**src/rtl/spi_target.sv**
```systemverilog
// SPI mode-0 target with a small register bus, RX/TX byte FIFOs and a level IRQ.
// The SPI pins are asynchronous and are oversampled in the sysclock domain.
`timescale 1ns/1ps
module spi_target #(
    parameter int DEPTH = 8
) (
    input  logic        sysclock,
    input  logic        rst_i,
    input  logic        cyc_i,
    input  logic        stb_i,
    input  logic        we_i,
    input  logic [1:0]  adr_i,
    input  logic [31:0] dat_i,
    output logic [31:0] dat_o,
    input  logic [3:0]  sel_i,
    output logic        ack_o,
    input  logic        spi_sclk,
    input  logic        spi_mosi,
    input  logic        spi_ss_n,
    output logic        spi_miso,
    output logic        spi_miso_oe,
    output logic        irq
);

    localparam int AW = $clog2(DEPTH);
    localparam logic [AW:0] PTR_ONE = (AW+1)'(1);
    localparam logic [AW:0] PTR_FULL = (AW+1)'(DEPTH);

    typedef enum logic {IDLE, ACTIVE} state_t;

    // Bus and register state
    logic        r_ack;
    logic [31:0] r_dat;
    logic [2:0]  r_ctrl;
    logic [7:0]  r_fill;
    logic        r_rx_ovf, r_tx_unf, r_tx_ovf;
    logic        r_irq;

    // Pin synchronizers; bit [2] of sclk/ss is the previous synced value for edge detect
    logic [2:0]  r_sclk_sync, r_ss_sync;
    logic [1:0]  r_mosi_sync;

    // SPI engine
    state_t      r_state, w_state_nxt;
    logic        w_start, w_stop;
    logic [2:0]  r_bitcnt;
    logic [6:0]  r_rx_sh;
    logic [6:0]  r_tx_sh;
    logic        r_miso, r_oe;

    // FIFOs: pointers carry one extra bit so count = wr - rd covers 0..DEPTH
    logic [7:0]  r_rx_mem [DEPTH];
    logic [7:0]  r_tx_mem [DEPTH];
    logic [AW:0] r_rx_wr, r_rx_rd, r_tx_wr, r_tx_rd;

    logic        w_sclk_rise, w_sclk_fall, w_ss_fall, w_ss_rise, w_mosi;
    logic [AW:0] w_rx_cnt, w_tx_cnt;
    logic [4:0]  w_rx_cnt5, w_tx_cnt5;
    logic        w_rx_empty, w_rx_full, w_tx_empty, w_tx_full;
    logic [7:0]  w_rx_head, w_tx_head, w_tx_next, w_rx_byte;
    logic        w_req, w_rd, w_wr;
    logic        w_rx_pop, w_rx_push, w_rx_push_ok;
    logic        w_tx_wr, w_tx_push_ok, w_tx_load, w_tx_pop;
    logic        w_active_run;
    logic [31:0] w_status, w_rdata;
    logic        w_unused;

    assign w_unused = ^{dat_i[31:8], sel_i[3:1]};

    always_ff @(posedge sysclock or posedge rst_i) begin
        if (rst_i) begin
            r_sclk_sync <= 3'b000;
            r_ss_sync   <= 3'b111;
            r_mosi_sync <= 2'b00;
        end else begin
            r_sclk_sync <= {r_sclk_sync[1:0], spi_sclk};
            r_ss_sync   <= {r_ss_sync[1:0], spi_ss_n};
            r_mosi_sync <= {r_mosi_sync[0], spi_mosi};
        end
    end

    assign w_sclk_rise = r_sclk_sync[1] & ~r_sclk_sync[2];
    assign w_sclk_fall = ~r_sclk_sync[1] & r_sclk_sync[2];
    assign w_ss_fall   = ~r_ss_sync[1] & r_ss_sync[2];
    assign w_ss_rise   = r_ss_sync[1] & ~r_ss_sync[2];
    assign w_mosi      = r_mosi_sync[1];

    assign w_rx_cnt   = r_rx_wr - r_rx_rd;
    assign w_tx_cnt   = r_tx_wr - r_tx_rd;
    assign w_rx_cnt5  = 5'(w_rx_cnt);
    assign w_tx_cnt5  = 5'(w_tx_cnt);
    assign w_rx_empty = (w_rx_cnt == '0);
    assign w_tx_empty = (w_tx_cnt == '0);
    assign w_rx_full  = (w_rx_cnt == PTR_FULL);
    assign w_tx_full  = (w_tx_cnt == PTR_FULL);
    assign w_rx_head  = r_rx_mem[r_rx_rd[AW-1:0]];
    assign w_tx_head  = r_tx_mem[r_tx_rd[AW-1:0]];

    // Bus decode: the access takes effect on the edge that raises ack
    assign w_req = cyc_i & stb_i & ~r_ack;
    assign w_rd  = w_req & ~we_i;
    assign w_wr  = w_req & we_i & sel_i[0];

    always_ff @(posedge sysclock or posedge rst_i) begin
        if (rst_i) r_state <= IDLE;
        else       r_state <= w_state_nxt;
    end

    always_comb begin
        w_state_nxt = r_state;
        w_start     = 1'b0;
        w_stop      = 1'b0;
        case (r_state)
            IDLE: begin
                if (r_ctrl[0] && w_ss_fall) begin
                    w_state_nxt = ACTIVE;
                    w_start     = 1'b1;
                end
            end
            ACTIVE: begin
                if (!r_ctrl[0] || w_ss_rise) begin
                    w_state_nxt = IDLE;
                    w_stop      = 1'b1;
                end
            end
            default: w_state_nxt = IDLE;
        endcase
    end

    assign w_active_run = (r_state == ACTIVE) & ~w_stop;
    // A TX byte is fetched at select and at every byte-boundary falling edge
    assign w_tx_load = w_start | (w_active_run & w_sclk_fall & (r_bitcnt == 3'd0));
    assign w_tx_pop  = w_tx_load & ~w_tx_empty;
    assign w_tx_next = w_tx_empty ? r_fill : w_tx_head;

    assign w_rx_byte    = {r_rx_sh, w_mosi};
    assign w_rx_push    = w_active_run & w_sclk_rise & (r_bitcnt == 3'd7);
    assign w_rx_pop     = w_rd & (adr_i == 2'd0) & ~w_rx_empty;
    assign w_rx_push_ok = w_rx_push & (~w_rx_full | w_rx_pop);

    assign w_tx_wr      = w_wr & (adr_i == 2'd0);
    assign w_tx_push_ok = w_tx_wr & (~w_tx_full | w_tx_pop);

    always_ff @(posedge sysclock or posedge rst_i) begin
        if (rst_i) begin
            r_bitcnt <= 3'd0;
            r_rx_sh  <= 7'd0;
            r_tx_sh  <= 7'd0;
            r_miso   <= 1'b0;
            r_oe     <= 1'b0;
        end else if (w_start) begin
            r_bitcnt <= 3'd0;
            r_tx_sh  <= w_tx_next[6:0];
            r_miso   <= w_tx_next[7];
            r_oe     <= 1'b1;
        end else if (w_stop) begin
            r_bitcnt <= 3'd0;
            r_miso   <= 1'b0;
            r_oe     <= 1'b0;
        end else if (r_state == ACTIVE) begin
            if (w_sclk_rise) begin
                r_rx_sh  <= {r_rx_sh[5:0], w_mosi};
                r_bitcnt <= r_bitcnt + 3'd1;
            end else if (w_sclk_fall) begin
                if (r_bitcnt == 3'd0) begin
                    r_tx_sh <= w_tx_next[6:0];
                    r_miso  <= w_tx_next[7];
                end else begin
                    r_tx_sh <= {r_tx_sh[5:0], 1'b0};
                    r_miso  <= r_tx_sh[6];
                end
            end
        end
    end

    always_ff @(posedge sysclock or posedge rst_i) begin
        if (rst_i) begin
            r_rx_wr <= '0;
            r_rx_rd <= '0;
            r_tx_wr <= '0;
            r_tx_rd <= '0;
        end else begin
            if (w_rx_push_ok) r_rx_wr <= r_rx_wr + PTR_ONE;
            if (w_rx_pop)     r_rx_rd <= r_rx_rd + PTR_ONE;
            if (w_tx_push_ok) r_tx_wr <= r_tx_wr + PTR_ONE;
            if (w_tx_pop)     r_tx_rd <= r_tx_rd + PTR_ONE;
        end
    end

    always_ff @(posedge sysclock) begin
        if (w_rx_push_ok) r_rx_mem[r_rx_wr[AW-1:0]] <= w_rx_byte;
        if (w_tx_push_ok) r_tx_mem[r_tx_wr[AW-1:0]] <= dat_i[7:0];
    end

    assign w_status = {11'h0, w_tx_cnt5, 3'h0, w_rx_cnt5,
                       ~r_ss_sync[1], r_tx_ovf, r_tx_unf, r_rx_ovf,
                       w_tx_full, w_tx_empty, w_rx_full, w_rx_empty};

    always_comb begin
        w_rdata = 32'h0;
        case (adr_i)
            2'd0:    w_rdata = w_rx_empty ? 32'h0 : {24'h0, w_rx_head};
            2'd1:    w_rdata = w_status;
            2'd2:    w_rdata = {29'h0, r_ctrl};
            default: w_rdata = {24'h0, r_fill};
        endcase
    end

    always_ff @(posedge sysclock or posedge rst_i) begin
        if (rst_i) begin
            r_ack    <= 1'b0;
            r_dat    <= 32'h0;
            r_ctrl   <= 3'h0;
            r_fill   <= 8'hFF;
            r_rx_ovf <= 1'b0;
            r_tx_unf <= 1'b0;
            r_tx_ovf <= 1'b0;
            r_irq    <= 1'b0;
        end else begin
            r_ack <= w_req;
            if (w_req) r_dat <= w_rd ? w_rdata : 32'h0;
            if (w_wr && adr_i == 2'd2) r_ctrl <= dat_i[2:0];
            if (w_wr && adr_i == 2'd3) r_fill <= dat_i[7:0];
            // Clear first so a same-cycle hardware event still wins
            if (w_wr && adr_i == 2'd1) begin
                if (dat_i[4]) r_rx_ovf <= 1'b0;
                if (dat_i[5]) r_tx_unf <= 1'b0;
                if (dat_i[6]) r_tx_ovf <= 1'b0;
            end
            if (w_rx_push && w_rx_full && !w_rx_pop) r_rx_ovf <= 1'b1;
            if (w_tx_load && w_tx_empty)             r_tx_unf <= 1'b1;
            if (w_tx_wr && w_tx_full && !w_tx_pop)   r_tx_ovf <= 1'b1;
            r_irq <= r_ctrl[0] & ((r_ctrl[1] & ~w_rx_empty) | (r_ctrl[2] & w_tx_empty));
        end
    end

    assign ack_o       = r_ack;
    assign dat_o       = r_dat;
    assign spi_miso    = r_miso;
    assign spi_miso_oe = r_oe;
    assign irq         = r_irq;

endmodule

```
**config.mk**
```make
export PLATFORM = sky130hd
export DESIGN_NAME = spi_target
export DESIGN_NICKNAME = d
export VERILOG_FILES = /design/src/rtl/spi_target.sv
export SDC_FILE = /design/constraint.sdc
export NUM_CORES = 1
export LEC_CHECK = 0
export CAP_MARGIN = 40
export CELL_PAD_IN_SITES_DETAIL_PLACEMENT = 1
export CELL_PAD_IN_SITES_GLOBAL_PLACEMENT = 2
export CORE_UTILIZATION = 30
export DETAILED_ROUTE_END_ITERATION = 8
export PLACE_DENSITY_LB_ADDON = 0.3
export REMOVE_ABC_BUFFERS = 1
export SLEW_MARGIN = 5
export SYNTH_ARGS = -nofsm -noshare
export SYNTH_HDL_FRONTEND = slang
export SYNTH_SLANG_ARGS = --single-unit
```
**constraint.sdc**
```tcl
create_clock -name sysclock -period 4.5 [get_ports sysclock]
set_clock_uncertainty 0.1 [all_clocks]
set_input_delay 0.9 -clock sysclock [delete_from_list [all_inputs] [get_ports sysclock]]
set_output_delay 0.9 -clock sysclock [all_outputs]
set_load 0.005 [all_outputs]
```
==> flow_summary_export.csv, run 1 <==
group,metric,value,unit
floorplan,start_util,0.307,
floorplan,placementRows,62,
hold_path,min_path_cells,0,
place,place_area,9760,um2
power_and_ir_drop,pwr_density_cell,502,nW/um2
routing,ant_nets,0,
sta,final-setup-viol-count,0,
power_and_ir_drop,irDropWorstVdd,0.337,mV
critical_path,category_of_the_worst_setup_path_capture_point,"register",
floorplan,die_w,174,um
sta,finalHoldWorstSlack,0.248,ns
critical_path,path_class,"register to register",
power_and_ir_drop,power.switching,1480,uW
clock_tree,clkLatencyLatePin,0.50,ns
routing,drt-pass1-iter-count,4,
routing,drtIter0Drc,211,
power_and_ir_drop,sequentialPowerShare,0.422,
cells_and_area,post_layout_nets,714,
critical_path,reg2reg_setup_slack,1.02,ns
sta,timing.setup.tns,0,ns
synthesis,synth-edff-count,128,
critical_path,timing.critical_path.arrival,3.51,ns
clock_tree,cts.root.buffer_cell,"sky130_fd_sc_hd__clkbuf_16",
critical_path,worstReg2RegStart,"r_rx_rd[2]",
critical_path,worst_r2r_path_depth,6,
clock_tree,cts.reportedPaths.clkPinSlew,0.06,ns
run,cap_viol_max_count,0,
synthesis,yosys.area_share.simple,0.0791,
grt,grtUsageTotal,0.139,
power_and_ir_drop,internal_power,3800,uW
synthesis,synth-compound-area-share,0.0585,
sta,worst-slew-pin-transition,0.751,ns
synthesis,average_cell_area_after_synthesis,15.1,um2
outcome,run_status,"complete, no violations",
synthesis,syn-cell-area,8860,um2
critical_path,worst_r2r_endpoint,"r_rx_mem[7][3]",
synthesis,synth_cells,587,
floorplan,design.die.area,30200,um2
grt,grt_pass1_vias,5423,
routing,finalWirelength,20400,um
synthesis,post_synth_mux_area_share,0.136,
sta,fmax,288,MHz
sta,finalHoldViolCount,0,
hold_path,worstHoldPathType,"register to register",
hold_path,hold-path-endpoint,"r_mosi_sync[1]",
power_and_ir_drop,comb_power_share,0.226,
clock_tree,numClockSinks,204,
grt,pin_count_of_the_biggest_net_entering_global_routing,31,
synthesis,postSynth.topFlopCell,"sky130_fd_sc_hd__edfxtp_1",
clock_tree,clock_tree_from_tritoncts,"built",
cells_and_area,final_core_utilization,0.364,
routing,route.vias.total,4969,
place,place.port_buffers,38,
routing,viasPerCell,4.72,
critical_path,setup.worst_path.start_class,"register",
hold_path,min-delay-start,"r_mosi_sync[0]",
cells_and_area,summed_area_of_non_filler_cells_in_the_final_layout,10500,um2
critical_path,worst-path-max-fanout,13,
place,placed_cells,1013,
power_and_ir_drop,power.switching_fraction,0.281,
synthesis,synthArstFlopShare,0.373,
synthesis,synth_seq_cells,204,
synthesis,synth_xor_xnor_area_share,0.0178,
clock_tree,cts_made_buffers,22,
synthesis,synth_sequential_area_ratio,0.650,
cells_and_area,area_of_all_sequential_standard_cells,5760,um2
place,place_hpwl,14200,um
grt,grt_pass1_wl,32300,um
cells_and_area,area_growth_syn_to_layout,18.6,%
floorplan,core,28900,um2
sta,number_of_max_slew_violations_in_the_final_report,0,
cells_and_area,finish.cell_count_without_fillers,1053,
sta,period_share,0.773,
cells_and_area,post_route_cells_drive_above_1_share,0.215,
cells_and_area,diodes,0,
sta,unrepaired_setup_endpoints_after_global_routing,"no",
floorplan,chipHeight,174,um
synthesis,synth_fa_ha_area_frac,0.0229,
place,gpl.final_weighted_congestion,0.725,
clock_tree,cts-htree-levels,1,
synthesis,synth-warning-count,0,
grt,antenna_found_initial,0,
critical_path,critical_path_required,4.53,ns
grt,overflow,0,
sta,fin_crit,3.48,ns
power_and_ir_drop,p_leak,0.00387,uW
clock_tree,postCtsSetupBuffers,0,
synthesis,netlist-cell-type-count,58,
routing,drc_errors,0,
synthesis,dominant_combinational_cell_family_by_area_after_synthesis,"multiplexers",
clock_tree,cts_hold_buffers,0,
cells_and_area,multiInputGateArea,2840,um2
power_and_ir_drop,clkPwrFrac,0.352,
cells_and_area,fillers,3003,
floorplan,i_o_pin_count,82,
sta,max_slew_margin,0.498,
clock_tree,cts.path.max_buffers,3,
routing,drt-wirelength-per-cell,19.4,um
clock_tree,post_cts.resized_instances,0,
-- how the worst max path moves through the flow --
stage / start / end / slack, ns / cells after the start
3_3_place_gp: r_rx_rd[2] / r_rx_mem[7][0] / 0.93 / 6
5_1_grt: r_rx_rd[2] / r_rx_mem[7][3] / 0.77 / 6
2_1_floorplan: r_tx_rd[0] / r_tx_mem[0][0] / 1.07 / 7
4_1_cts: r_rx_rd[2] / r_rx_mem[7][3] / 0.93 / 6
3_5_place_dp: r_rx_rd[2] / r_rx_mem[7][4] / 0.96 / 6
6_report: r_rx_rd[2] / r_rx_mem[7][3] / 1.02 / 6
-- synth_stat cells (6+ instances only) --
library cell               instances  share of area
sky130_fd_sc_hd__mux2i_1          21          0.024
sky130_fd_sc_hd__a21oi_1          18          0.010
sky130_fd_sc_hd__ha_1             13          0.018
sky130_fd_sc_hd__buf_2             8         0.0045
sky130_fd_sc_hd__dfstp_2          11          0.033
sky130_fd_sc_hd__a22o_1            6         0.0059
sky130_fd_sc_hd__mux4_2           32          0.081
sky130_fd_sc_hd__nor4_1            6         0.0042
sky130_fd_sc_hd__nor2_1           14         0.0059
sky130_fd_sc_hd__mux2_2           23          0.029
sky130_fd_sc_hd__nand3_1          14         0.0079
sky130_fd_sc_hd__xnor2_1          13          0.013
sky130_fd_sc_hd__inv_1            21         0.0089
sky130_fd_sc_hd__o21ai_0          21          0.012
sky130_fd_sc_hd__dfrtp_1          65           0.18
sky130_fd_sc_hd__or3_1             7         0.0049
sky130_fd_sc_hd__nand2b_1          7         0.0049
sky130_fd_sc_hd__buf_4            16          0.014
sky130_fd_sc_hd__clkbuf_1         12         0.0051
sky130_fd_sc_hd__edfxtp_1        128           0.43
sky130_fd_sc_hd__nor3_1           10         0.0057
sky130_fd_sc_hd__nand2_1          53          0.022
-- logic make-up after synthesis --
| group | Yosys count |
|---|---|
| DFF | 204 |
| and+or+nand+nor | 138 |
| muxes | 77 |
| AOI/OAI and AO/OA | 72 |
| buffers and inverters | 62 |
| xor gates and xnor gates | 18 |
| adders and majority gates | 15 |
| other | 1 |
-- routing by layer --
metal	global-route usage	wire, um	up-vias
met2	0.251	10700	66
met4	0.0322	365	0
li1	-	-	2297
met3	0.0189	515	24
met1	0.175	8830	2582
met5	0	0	-
-- placed cells by master (no fill, tap or decap), drive strengths merged, types with 13 or more instances in the layout --
| cell type | synthesis | layout |
|---|---|---|
| buf | 27 | 28 |
| ha | 13 | 13 |
| conb | 1 | 16 |
| edfxtp | 128 | 128 |
| clkbuf | 12 | 29 |
| xnor2 | 13 | 13 |
| mux4 | 32 | 32 |
| o21ai | 26 | 26 |
| nand2 | 53 | 53 |
| clkdlybuf4s50 | 0 | 38 |
| dfrtp | 65 | 65 |
| nor2 | 15 | 15 |
| a21oi | 18 | 18 |
| mux2i | 21 | 21 |
| nand3 | 14 | 14 |
| inv | 21 | 20 |
| mux2 | 24 | 24 |
-- metrics by stage --
stage | total power, uW | setup WS, ns
2_1_floorplan | 3040 | 1.07
3_3_place_gp | 3470 | 0.930
3_5_place_dp | 3500 | 0.958
4_1_cts | 5380 | 0.933
5_1_grt | 5560 | 0.771
6_report | 5280 | 1.02
-- worst max-delay path: stages, from the launching register on --
cell and delay [ns]:
sky130_fd_sc_hd__dfrtp_1 0.72, sky130_fd_sc_hd__clkinv_1 0.43, sky130_fd_sc_hd__ha_1 0.47, sky130_fd_sc_hd__xnor2_1 0.27
sky130_fd_sc_hd__a211oi_1 0.14, sky130_fd_sc_hd__a31oi_4 0.34, sky130_fd_sc_hd__and3_1 0.62
-- power groups by stage --
stage / Clock (uW) / Combinational [uW] / Sequential (uW)
6_report: 1860 / 1200 / 2230
5_1_grt: 1980 / 1340 / 2240
4_1_cts: 1910 / 1240 / 2230
3_5_place_dp: 0 / 1230 / 2270
3_3_place_gp: 0 / 1210 / 2260
2_1_floorplan: 0 / 707 / 2330
-- cell type report --
type,instances,area share
clock buffers,29,0.0588
clock inverters,11,0.0123
inverters,23,0.00833
multi-input cells,336,0.271
flip-flops and latches,204,0.548
well taps,384,0.0457
repair buffers,66,0.0562
-- state kept, by name, indices dropped and copies added, names as in the netlist, 2 cells and up --
signal and count:
dat_o 16, r_bitcnt 3, r_ctrl 3, r_fill 8, r_mosi_sync 2, r_rx_mem 64, r_rx_rd 4, r_rx_sh 7
r_rx_wr 4, r_sclk_sync 3, r_ss_sync 3, r_tx_mem 64, r_tx_rd 4, r_tx_sh 7, r_tx_wr 4
Note: power is estimated with default switching activity, not from simulation.
==> inputs of run 2 (changes only) <==
==> constraint.sdc (replaced) <==
create_clock -name sysclock -period 3.4 [get_ports sysclock]
set_clock_uncertainty 0.1 [all_clocks]
set_input_delay 0.68 -clock sysclock [delete_from_list [all_inputs] [get_ports sysclock]]
set_output_delay 0.68 -clock sysclock [all_outputs]
set_load 0.005 [all_outputs]
==> flow_summary_export.csv, run 2 (same netlist as run 1, synthesis figures left out) <==
group,metric,value,unit
outcome,run_status,"complete, no violations",
clock_tree,clock_tree_from_tritoncts,"built",
sta,finalHoldWorstSlack,0.247,ns
hold_path,worstHoldPathType,"register to register",
sta,final-setup-viol-count,0,
critical_path,crit_path_top_delay_cell,"sky130_fd_sc_hd__fa_1",
power_and_ir_drop,irDropWorstVdd,0.465,mV
cells_and_area,post_route_cells_drive_above_1_share,0.231,
power_and_ir_drop,p_leak,0.00396,uW
clock_tree,clkLatencyLatePin,0.51,ns
clock_tree,cts.path.max_buffers,3,
routing,drt-pass1-iter-count,6,
critical_path,timing.critical_path.arrival,3.13,ns
routing,finalWirelength,20400,um
power_and_ir_drop,power.switching,2030,uW
clock_tree,cts_made_buffers,23,
routing,drt-wirelength-per-cell,19.2,um
grt,overflow,0,
clock_tree,numClockSinks,204,
clock_tree,cts.reportedPaths.clkPinSlew,0.06,ns
clock_tree,post_cts.resized_instances,0,
routing,drc_errors,0,
critical_path,path_class,"register to register",
routing,route.vias.total,4989,
routing,viasPerCell,4.69,
critical_path,worst-path-max-fanout,8,
sta,fin_crit,2.97,ns
floorplan,core,28900,um2
cells_and_area,area_growth_syn_to_layout,20.3,%
power_and_ir_drop,comb_power_share,0.225,
place,place.port_buffers,38,
critical_path,crit_end,"r_rx_mem[1][4]",
critical_path,worst_r2r_path_depth,10,
cells_and_area,fillers,3038,
sta,max_slew_margin,0.504,
grt,grt_pass1_wl,32200,um
floorplan,chipHeight,174,um
sta,unrepaired_setup_endpoints_after_global_routing,"no",
power_and_ir_drop,clkPwrFrac,0.366,
floorplan,die_w,174,um
sta,finalHoldViolCount,0,
sta,period_share,0.874,
grt,grtUsageTotal,0.138,
cells_and_area,post_layout_nets,723,
clock_tree,postCtsSetupBuffers,0,
floorplan,design.die.area,30200,um2
floorplan,placementRows,62,
power_and_ir_drop,pwr_density_cell,675,nW/um2
critical_path,critical_path_required,3.56,ns
critical_path,worst_r2r_endpoint,"r_rx_mem[1][4]",
critical_path,setup.worst_path.start_class,"register",
sta,timing.setup.tns,0,ns
sta,fmax,337,MHz
power_and_ir_drop,power.switching_fraction,0.282,
power_and_ir_drop,sequentialPowerShare,0.409,
grt,grt_pass1_vias,5481,
critical_path,path_cells,"inv_1 > ha_1 > fa_1 > nand2_1 > a211oi_1 > a31oi_4 > buf_4 > nand2_1 > nor3_1 > buf_4",
clock_tree,cts.root.buffer_cell,"sky130_fd_sc_hd__clkbuf_16",
critical_path,crit_start,"r_rx_wr[0]",
floorplan,i_o_pin_count,82,
routing,ant_nets,0,
power_and_ir_drop,internal_power,5170,uW
cells_and_area,layout.cells.most_common_list,"128 x sky130_fd_sc_hd__edfxtp_1, 65 x sky130_fd_sc_hd__dfrtp_1, 53 x sky130_fd_sc_hd__nand2_1, 38 x sky130_fd_sc_hd__clkdlybuf4s50_1, 34 x sky130_fd_sc_hd__buf_4",
run,cap_viol_max_count,0,
critical_path,category_of_the_worst_setup_path_capture_point,"register",
place,place_hpwl,14300,um
routing,drtIter0Drc,172,
grt,antenna_found_initial,0,
sta,worst-slew-pin-transition,0.744,ns
critical_path,reg2reg_setup_slack,0.43,ns
sta,number_of_max_slew_violations_in_the_final_report,0,
critical_path,worstReg2RegStart,"r_rx_wr[0]",
hold_path,min-delay-start,"r_mosi_sync[0]",
clock_tree,cts_hold_buffers,0,
cells_and_area,final_common_cell,"sky130_fd_sc_hd__edfxtp_1",
cells_and_area,diodes,0,
grt,pin_count_of_the_biggest_net_entering_global_routing,40,
clock_tree,cts-htree-levels,1,
critical_path,cpPeakStageDelay,0.53,ns
place,gpl.final_weighted_congestion,0.730,
floorplan,start_util,0.307,
[run 2: cell count changes in the layout (fill, tap and decap cells not counted), sizes merged]
cell    previous run  this run
buf               28        36
clkinv            10        14
bufinv             3         5
inv               20        21
clkbuf            29        24
[run 2: worst max-delay path, delay by kind of cell, from the launching register on]
kind,cells,cell delay [ns]
AOI/OAI and AO/OA,2,0.65
adders and majority gates,2,0.78
buffers and inverters,3,0.50
DFF,1,0.40
and+or+nand+nor,3,0.28
[run 2: power groups by stage]
| stage | clock [uW] | sequential (uW) | combinational (uW) |
|---|---|---|---|
| after global routing | 2800 | 2970 | 1790 |
| after global placement | 0 | 2990 | 1630 |
| after detailed placement | 0 | 3000 | 1650 |
| after CTS | 2720 | 2950 | 1660 |
| final | 2640 | 2940 | 1620 |
| after floorplan | 0 | 3090 | 935 |
[run 2: layout make-up]
class / count / area (um2) / share of cell area
clock inverters: 18 / 229 / 0.0215
well taps: 384 / 480 / 0.0451
flip-flops and latches: 204 / 5760 / 0.541
inverters: 23 / 87.6 / 0.00822
repair buffers: 74 / 676 / 0.0634
multi-input cells: 336 / 2840 / 0.267
clock buffers: 24 / 579 / 0.0544
[run 2: worst min path at each step]
stage	endpoint	slack [ns]	cells after the start
6_report	r_mosi_sync[1]	0.25	0
5_1_grt	r_mosi_sync[1]	0.25	0
4_1_cts	r_mosi_sync[1]	0.25	0
3_5_place_dp	r_mosi_sync[1]	0.24	0
3_3_place_gp	r_sclk_sync[1]	0.24	0
2_1_floorplan	r_mosi_sync[1]	0.23	0
[run 2: metal layers]
metal / GRT usage / wire, um
met2: 0.246 / 10500
met5: 0 / 0
met4: 0.0395 / 532
met3: 0.0219 / 557
met1: 0.172 / 8830
[run 2: stage by stage]
stage                     total power [uW]  utilization  std cells  setup WS (ns)  cell area (um2)
after CTS                             7330        0.369       1063          0.388            10700
final                                 7200        0.369       1063          0.429            10700
after detailed placement              4650        0.341       1021          0.255             9850
after global placement                4610        0.341       1021          0.313             9850
after floorplan                       4020            -        563        -0.0321             8690
after global routing                  7560        0.369       1063          0.222            10700
